File: src/rtl/envelope_seq_if.sv
// envelope_seq_if: note/strobe inputs and envelope state outputs of the envelope sequencer
interface envelope_seq_if;
  logic in_ready;
  logic note_on;
  logic note_off;
  logic [2:0] env_state;
  logic [3:0] env_step;
  logic env_active;
  logic note_done;
  modport master (output in_ready, note_on, note_off, input env_state, env_step, env_active, note_done);
  modport slave (input in_ready, note_on, note_off, output env_state, env_step, env_active, note_done);
endinterface

File: src/rtl/envelope_seq.sv
// envelope_seq: ADSR phase/step sequencer paced by codec sample strobes
module envelope_seq #(
  parameter int STEP_LEN = 480,
  parameter int STEP_COUNT = 10
) (
  input logic clk,
  input logic rst_n,
  envelope_seq_if.slave bus
);
  typedef enum logic [2:0] {ATTACK = 3'd0, DECAY = 3'd1, SUSTAIN = 3'd2, RELEASE = 3'd3, IDLE = 3'd4} state_t;
  state_t state_q, state_d;
  logic [3:0] step_q, step_d;
  logic [15:0] cnt_q, cnt_d;
  logic done_q, done_d, active_q;
  logic counting, tick, last;
  assign counting = state_q inside {ATTACK, DECAY, RELEASE};
  assign tick = counting && bus.in_ready && cnt_q == 16'(STEP_LEN - 1);
  assign last = step_q == 4'(STEP_COUNT - 1);
  always_comb begin
    state_d = state_q;
    step_d = step_q;
    cnt_d = cnt_q;
    done_d = 1'b0;
    if (bus.note_on) begin
      state_d = ATTACK;
      step_d = '0;
      cnt_d = '0;
    end else if (bus.note_off && state_q inside {ATTACK, DECAY, SUSTAIN}) begin
      state_d = RELEASE;
      step_d = '0;
      cnt_d = '0;
    end else if (!(state_q inside {ATTACK, DECAY, SUSTAIN, RELEASE})) begin
      state_d = IDLE;
      step_d = '0;
      cnt_d = '0;
    end else if (tick) begin
      cnt_d = '0;
      step_d = last ? 4'd0 : step_q + 4'd1;
      state_d = !last ? state_q : state_q == ATTACK ? DECAY : state_q == DECAY ? SUSTAIN : IDLE;
      done_d = last && state_q == RELEASE;
    end else if (counting && bus.in_ready) begin
      cnt_d = cnt_q + 16'd1;
    end
  end
  always_ff @(posedge clk or negedge rst_n) begin
    if (!rst_n) begin
      state_q <= IDLE;
      step_q <= '0;
      cnt_q <= '0;
      done_q <= 1'b0;
      active_q <= 1'b0;
    end else begin
      state_q <= state_d;
      step_q <= step_d;
      cnt_q <= cnt_d;
      done_q <= done_d;
      active_q <= state_d != IDLE;
    end
  end
  assign bus.env_state = state_q;
  assign bus.env_step = step_q;
  assign bus.env_active = active_q;
  assign bus.note_done = done_q;
endmodule

File: src/flat_wrapper.sv
// flat-port wrapper written by rule: the top's interface ports become plain ports
module envelope_seq_flat 
#(
  parameter int STEP_LEN = 480,
  parameter int STEP_COUNT = 10
)
  (clk, rst_n, bus_in_ready, bus_note_on, bus_note_off, bus_env_state, bus_env_step, bus_env_active, bus_note_done);
  envelope_seq_if bus_i ();
  input logic clk;
  input logic rst_n;
  input wire logic [$bits(bus_i.in_ready)-1:0] bus_in_ready;
  input wire logic [$bits(bus_i.note_on)-1:0] bus_note_on;
  input wire logic [$bits(bus_i.note_off)-1:0] bus_note_off;
  output wire logic [$bits(bus_i.env_state)-1:0] bus_env_state;
  output wire logic [$bits(bus_i.env_step)-1:0] bus_env_step;
  output wire logic [$bits(bus_i.env_active)-1:0] bus_env_active;
  output wire logic [$bits(bus_i.note_done)-1:0] bus_note_done;
  assign bus_i.in_ready = bus_in_ready;
  assign bus_i.note_on = bus_note_on;
  assign bus_i.note_off = bus_note_off;
  assign bus_env_state = bus_i.env_state;
  assign bus_env_step = bus_i.env_step;
  assign bus_env_active = bus_i.env_active;
  assign bus_note_done = bus_i.note_done;
  envelope_seq #(.STEP_LEN(STEP_LEN), .STEP_COUNT(STEP_COUNT)) u_core (.clk(clk), .rst_n(rst_n), .bus(bus_i));
endmodule
File: config.mk
export PLATFORM = sky130hd
export DESIGN_NAME = envelope_seq_flat
export DESIGN_NICKNAME = d
export VERILOG_FILES = /design/src/rtl/envelope_seq_if.sv /design/src/rtl/envelope_seq.sv /design/src/flat_wrapper.sv
export SDC_FILE = /design/constraint.sdc
export NUM_CORES = 1
export LEC_CHECK = 0
export CAP_MARGIN = 20
export CORE_UTILIZATION = 47
export CTS_CLUSTER_DIAMETER = 30
export CTS_CLUSTER_SIZE = 30
export DETAILED_ROUTE_END_ITERATION = 10
export PLACE_DENSITY_LB_ADDON = 0.05
export SLEW_MARGIN = 10
export SYNTH_ARGS = -nofsm -noshare
export SYNTH_HDL_FRONTEND = slang
export SYNTH_SLANG_ARGS = --single-unit
export TNS_END_PERCENT = 50
File: constraint.sdc
create_clock -name clk -period 1.9 [get_ports clk]
set_input_delay 0.475 -clock clk [delete_from_list [all_inputs] [get_ports clk]]
set_output_delay 0.475 -clock clk [all_outputs]
set_load 0.05 [all_outputs]
==> flow_summary_export.csv <==
group,metric,value,unit
setup_path,critical_path.max_fanout,8,
timing,slew_headroom,67.7,%
logic_synthesis,synth_top_area_cell,"sky130_fd_sc_hd__dfrtp_1",
grt,gr-usage-all-layers,20.3,%
finish,most_frequent_cells_in_the_layout,"sky130_fd_sc_hd__buf_4 (23), sky130_fd_sc_hd__dfrtp_1 (22), sky130_fd_sc_hd__nand2_1 (13), sky130_fd_sc_hd__nor2_1 (13), sky130_fd_sc_hd__xor2_1 (12)",
setup_path,worst-r2r-cell-count,8,
setup_path,criticalPathCategory,"reg -> reg",
timing,timing_worst_slew_pin_value,0.484,ns
floorplan,die_height,55.3,um
setup_path,cp_common_cell,"sky130_fd_sc_hd__buf_6",
logic_synthesis,ys_warn_count,0,
clocking,cts_inserted_buffers,3,
clocking,path_clk_slew,0.14,ns
timing,final_critical_path_setup_slack,-0.125,ns
logic_synthesis,postSynthRegisterBits,25,
placement,io_buffer_count,13,
hold_path,timing.hold.worst.class,"in -> async",
flow_run,drv_cap,0,
clocking,worstSkewPairLatency,0.32,ns
grt,global_route_wire_length_before_repair,4960,um
route,route.detailed.vias_per_inst,5.61,
timing,max_freq,494,MHz
logic_synthesis,synth_cell_type_count,40,
finish,final_layout_size_suffix_gt1_share,36.4,%
timing,post-route-min-period,2.03,ns
clocking,htree_num_levels,1,
setup_path,critical-path-slowest-cell,"sky130_fd_sc_hd__or4_4",
route,dr.pass1.iters,4,
placement,placed_cells_incl_taps,196,
route,via_count,1139,
floorplan,floorplan.initialDensity,51.9,%
route,drc,0,
grt,global_route.overflow_total,0,
grt,initial_antenna_violation_count,0,
grt,first_global_vias,1088,
logic_synthesis,synth_async_sr_flop_share,100,%
setup_path,crit_required,2.13,ns
timing,skew,0.00682,ns
setup_path,max_stage_delay,0.55,ns
timing,worst_hold_margin,0.506,ns
timing,min_period_over_period,107,%
clocking,tritoncts,"done",
placement,detailed_place_hpwl,2060,um
route,drtAntennaViolNets,0,
route,wirelength,3200,um
clocking,clk_root_buffer_cell,"sky130_fd_sc_hd__clkbuf_4",
finish,num_antenna_cells,0,
floorplan,core-area,0.00257,mm2
logic_synthesis,synth_edf_count,0,
timing,setup_violations,22,
clocking,max-clock-path-buffers,2,
setup_path,worst_setup_path_start_kind,"flop",
logic_synthesis,synth-main-ff-cell,"sky130_fd_sc_hd__dfrtp_1",
floorplan,die-width,55.3,um
outcome,status,"complete, but fails checks",
finish,final.fill_count,203,
setup_path,ordered_list_of_cells_on_the_worst_path,"or4_4, nor3_4, nand4_4, buf_6, buf_6, nand3_4, clkbuf_16, nor2_1",
route,wl_per_cell,15.8,um
floorplan,die_area,0.00305,mm2
finish,design.final.nets,182,
power_and_ir_drop,max_rail_drop_vdd,397,uV
setup_path,crit_end_element,"flop",
finish,area_growth_syn_to_layout,35.7,%
power_and_ir_drop,total_power,900,uW
logic_synthesis,post-synth-top-area-fraction,45.0,%
power_and_ir_drop,p_leak,0.785,nW
finish,layout_commonest_cell,"sky130_fd_sc_hd__buf_4",
route,detail_route.iter0.violations,30,
power_and_ir_drop,power-per-cell-area,497,mW/mm2
logic_synthesis,ys_seq_area_share,47.0,%
clocking,numClockSinks,25,
placement,place.gp.congestion,0.770,
floorplan,core.rowCount,18,
floorplan,number_of_primary_i_o_pins,14,
grt,maximum_number_of_pins_on_one_net_before_global_route_repair,26,
logic_synthesis,syn-cell-area,0.00133,mm2
finish,final_cell_count_no_fill,203,
timing,finalMaxSlewViolations,0,
logic_synthesis,yosys-top-cells-area,"sky130_fd_sc_hd__dfrtp_1 (45%), sky130_fd_sc_hd__xor2_1 (7.9%), sky130_fd_sc_hd__nor2_1 (4.8%)",
logic_synthesis,syn_nets,146,
timing,report.final.hold_viol_count,0,
setup_path,critPathArrivalTime,2.25,ns
outcome,violated_checks,"negative setup slack",
timing,unrepaired_setup_endpoints_after_global_routing,"yes",
logic_synthesis,syn_avg_cell_area,9.67,um2
logic_synthesis,synthCells,138,
## critical path: cells and delay by family (launching register included)
family	cells	cell delay [ns]
and+or+nand+nor	5	1.08
buffers and inverters	3	0.45
DFF	1	0.40
## layout make-up
| class | instances | area, um2 | area share [%] |
|---|---|---|---|
| multi-input cells | 107 | 782 | 43.2 |
| flip-flops and latches | 25 | 629 | 34.8 |
| repair buffers | 34 | 323 | 17.8 |
| well taps | 30 | 37.5 | 2.07 |
| clock buffers | 3 | 22.5 | 1.24 |
| inverters | 3 | 11.3 | 0.622 |
| clock inverters | 1 | 5.00 | 0.276 |
## what timing repair did
item | CTS | global route
setup buffers | 0 | 2
hold buffers | 0 | 0
gates cloned | 0 | 1
gates resized for setup | 1 | 26
setup endpoints to repair | 23 | 23
pin swaps | 0 | 7
hold endpoints to repair | 0 | 0
## flip-flops by register name, indices dropped and copies added, names as in the netlist
name	flops
u_core.bus.env_active	1
u_core.bus.env_step	4
u_core.bus.note_done	1
u_core.bus.env_state	3
u_core.cnt_q	16
## logic make-up (layout without fill, tap and decap cells)
| logic type | Yosys count | count (layout) | synth area share, % |
|---|---|---|---|
| multiplexers | 1 | 1 | 0.750 |
| XOR/XNOR | 13 | 13 | 8.54 |
| adder cells (fa/ha/maj) | 3 | 3 | 2.81 |
| AND/OR/NAND/NOR | 73 | 73 | 30.8 |
| buffers and inverters | 6 | 41 | 2.34 |
| AO/OA/AOI/OAI | 17 | 17 | 7.79 |
| flip-flops | 25 | 25 | 47.0 |
## routing by layer
| metal | up-vias | part of all wire [%] | track usage (%) |
|---|---|---|---|
| met5 | - | 0 | 0 |
| met4 | 0 | 1.2 | 9.29 |
| met3 | 4 | 2.7 | 2.58 |
| met2 | 17 | 48 | 30.5 |
| met1 | 561 | 48 | 29.3 |
| li1 | 557 | - | - |
## stage by stage
step | setup TNS (ns) | worst slack [ns] | utilization [%] | cell area, um2
2_1_floorplan | 0 | 0.0151 | - | 1340
3_3_place_gp | -5.49 | -0.339 | 63.2 | 1620
3_5_place_dp | -6.32 | -0.468 | 63.2 | 1620
4_1_cts | -0.948 | -0.105 | 64.6 | 1660
5_1_grt | -3.64 | -0.186 | 70.5 | 1810
6_report | -2.00 | -0.125 | 70.5 | 1810
## worst paths after layout
| check | endpoint | start | slack (ns) |
|---|---|---|---|
| max in group asynchronous | u_core.bus.env_state[2] | rst_n | 1.11 |
| max reg2reg | u_core.cnt_q[9] | u_core.cnt_q[5] | -0.13 |
| max | u_core.cnt_q[9] | u_core.cnt_q[5] | -0.13 |
| min | u_core.bus.note_done | rst_n | 0.51 |
| min reg2reg | u_core.cnt_q[8] | u_core.cnt_q[8] | 0.55 |
| min in group clk | u_core.cnt_q[8] | u_core.cnt_q[8] | 0.55 |
## cell usage after synthesis (all sizes together), types with 3 or more instances
library cell  number
nor4               3
nand4             11
ha                 3
nor2              17
xor2              12
nor3               3
nand2             13
or3                4
o21ai              5
or2                3
dfrtp             24
nand3              4
a21oi              7
and3               5
inv                3
## power breakdown
part	internal, mW	switching [mW]	leakage [nW]	total, mW
Combinational	0.0460	0.0643	0.433	0.110
Clock	0.0790	0.166	0.0177	0.245
Sequential	0.537	0.00779	0.335	0.545
Note: power is estimated with default switching activity, not from simulation.
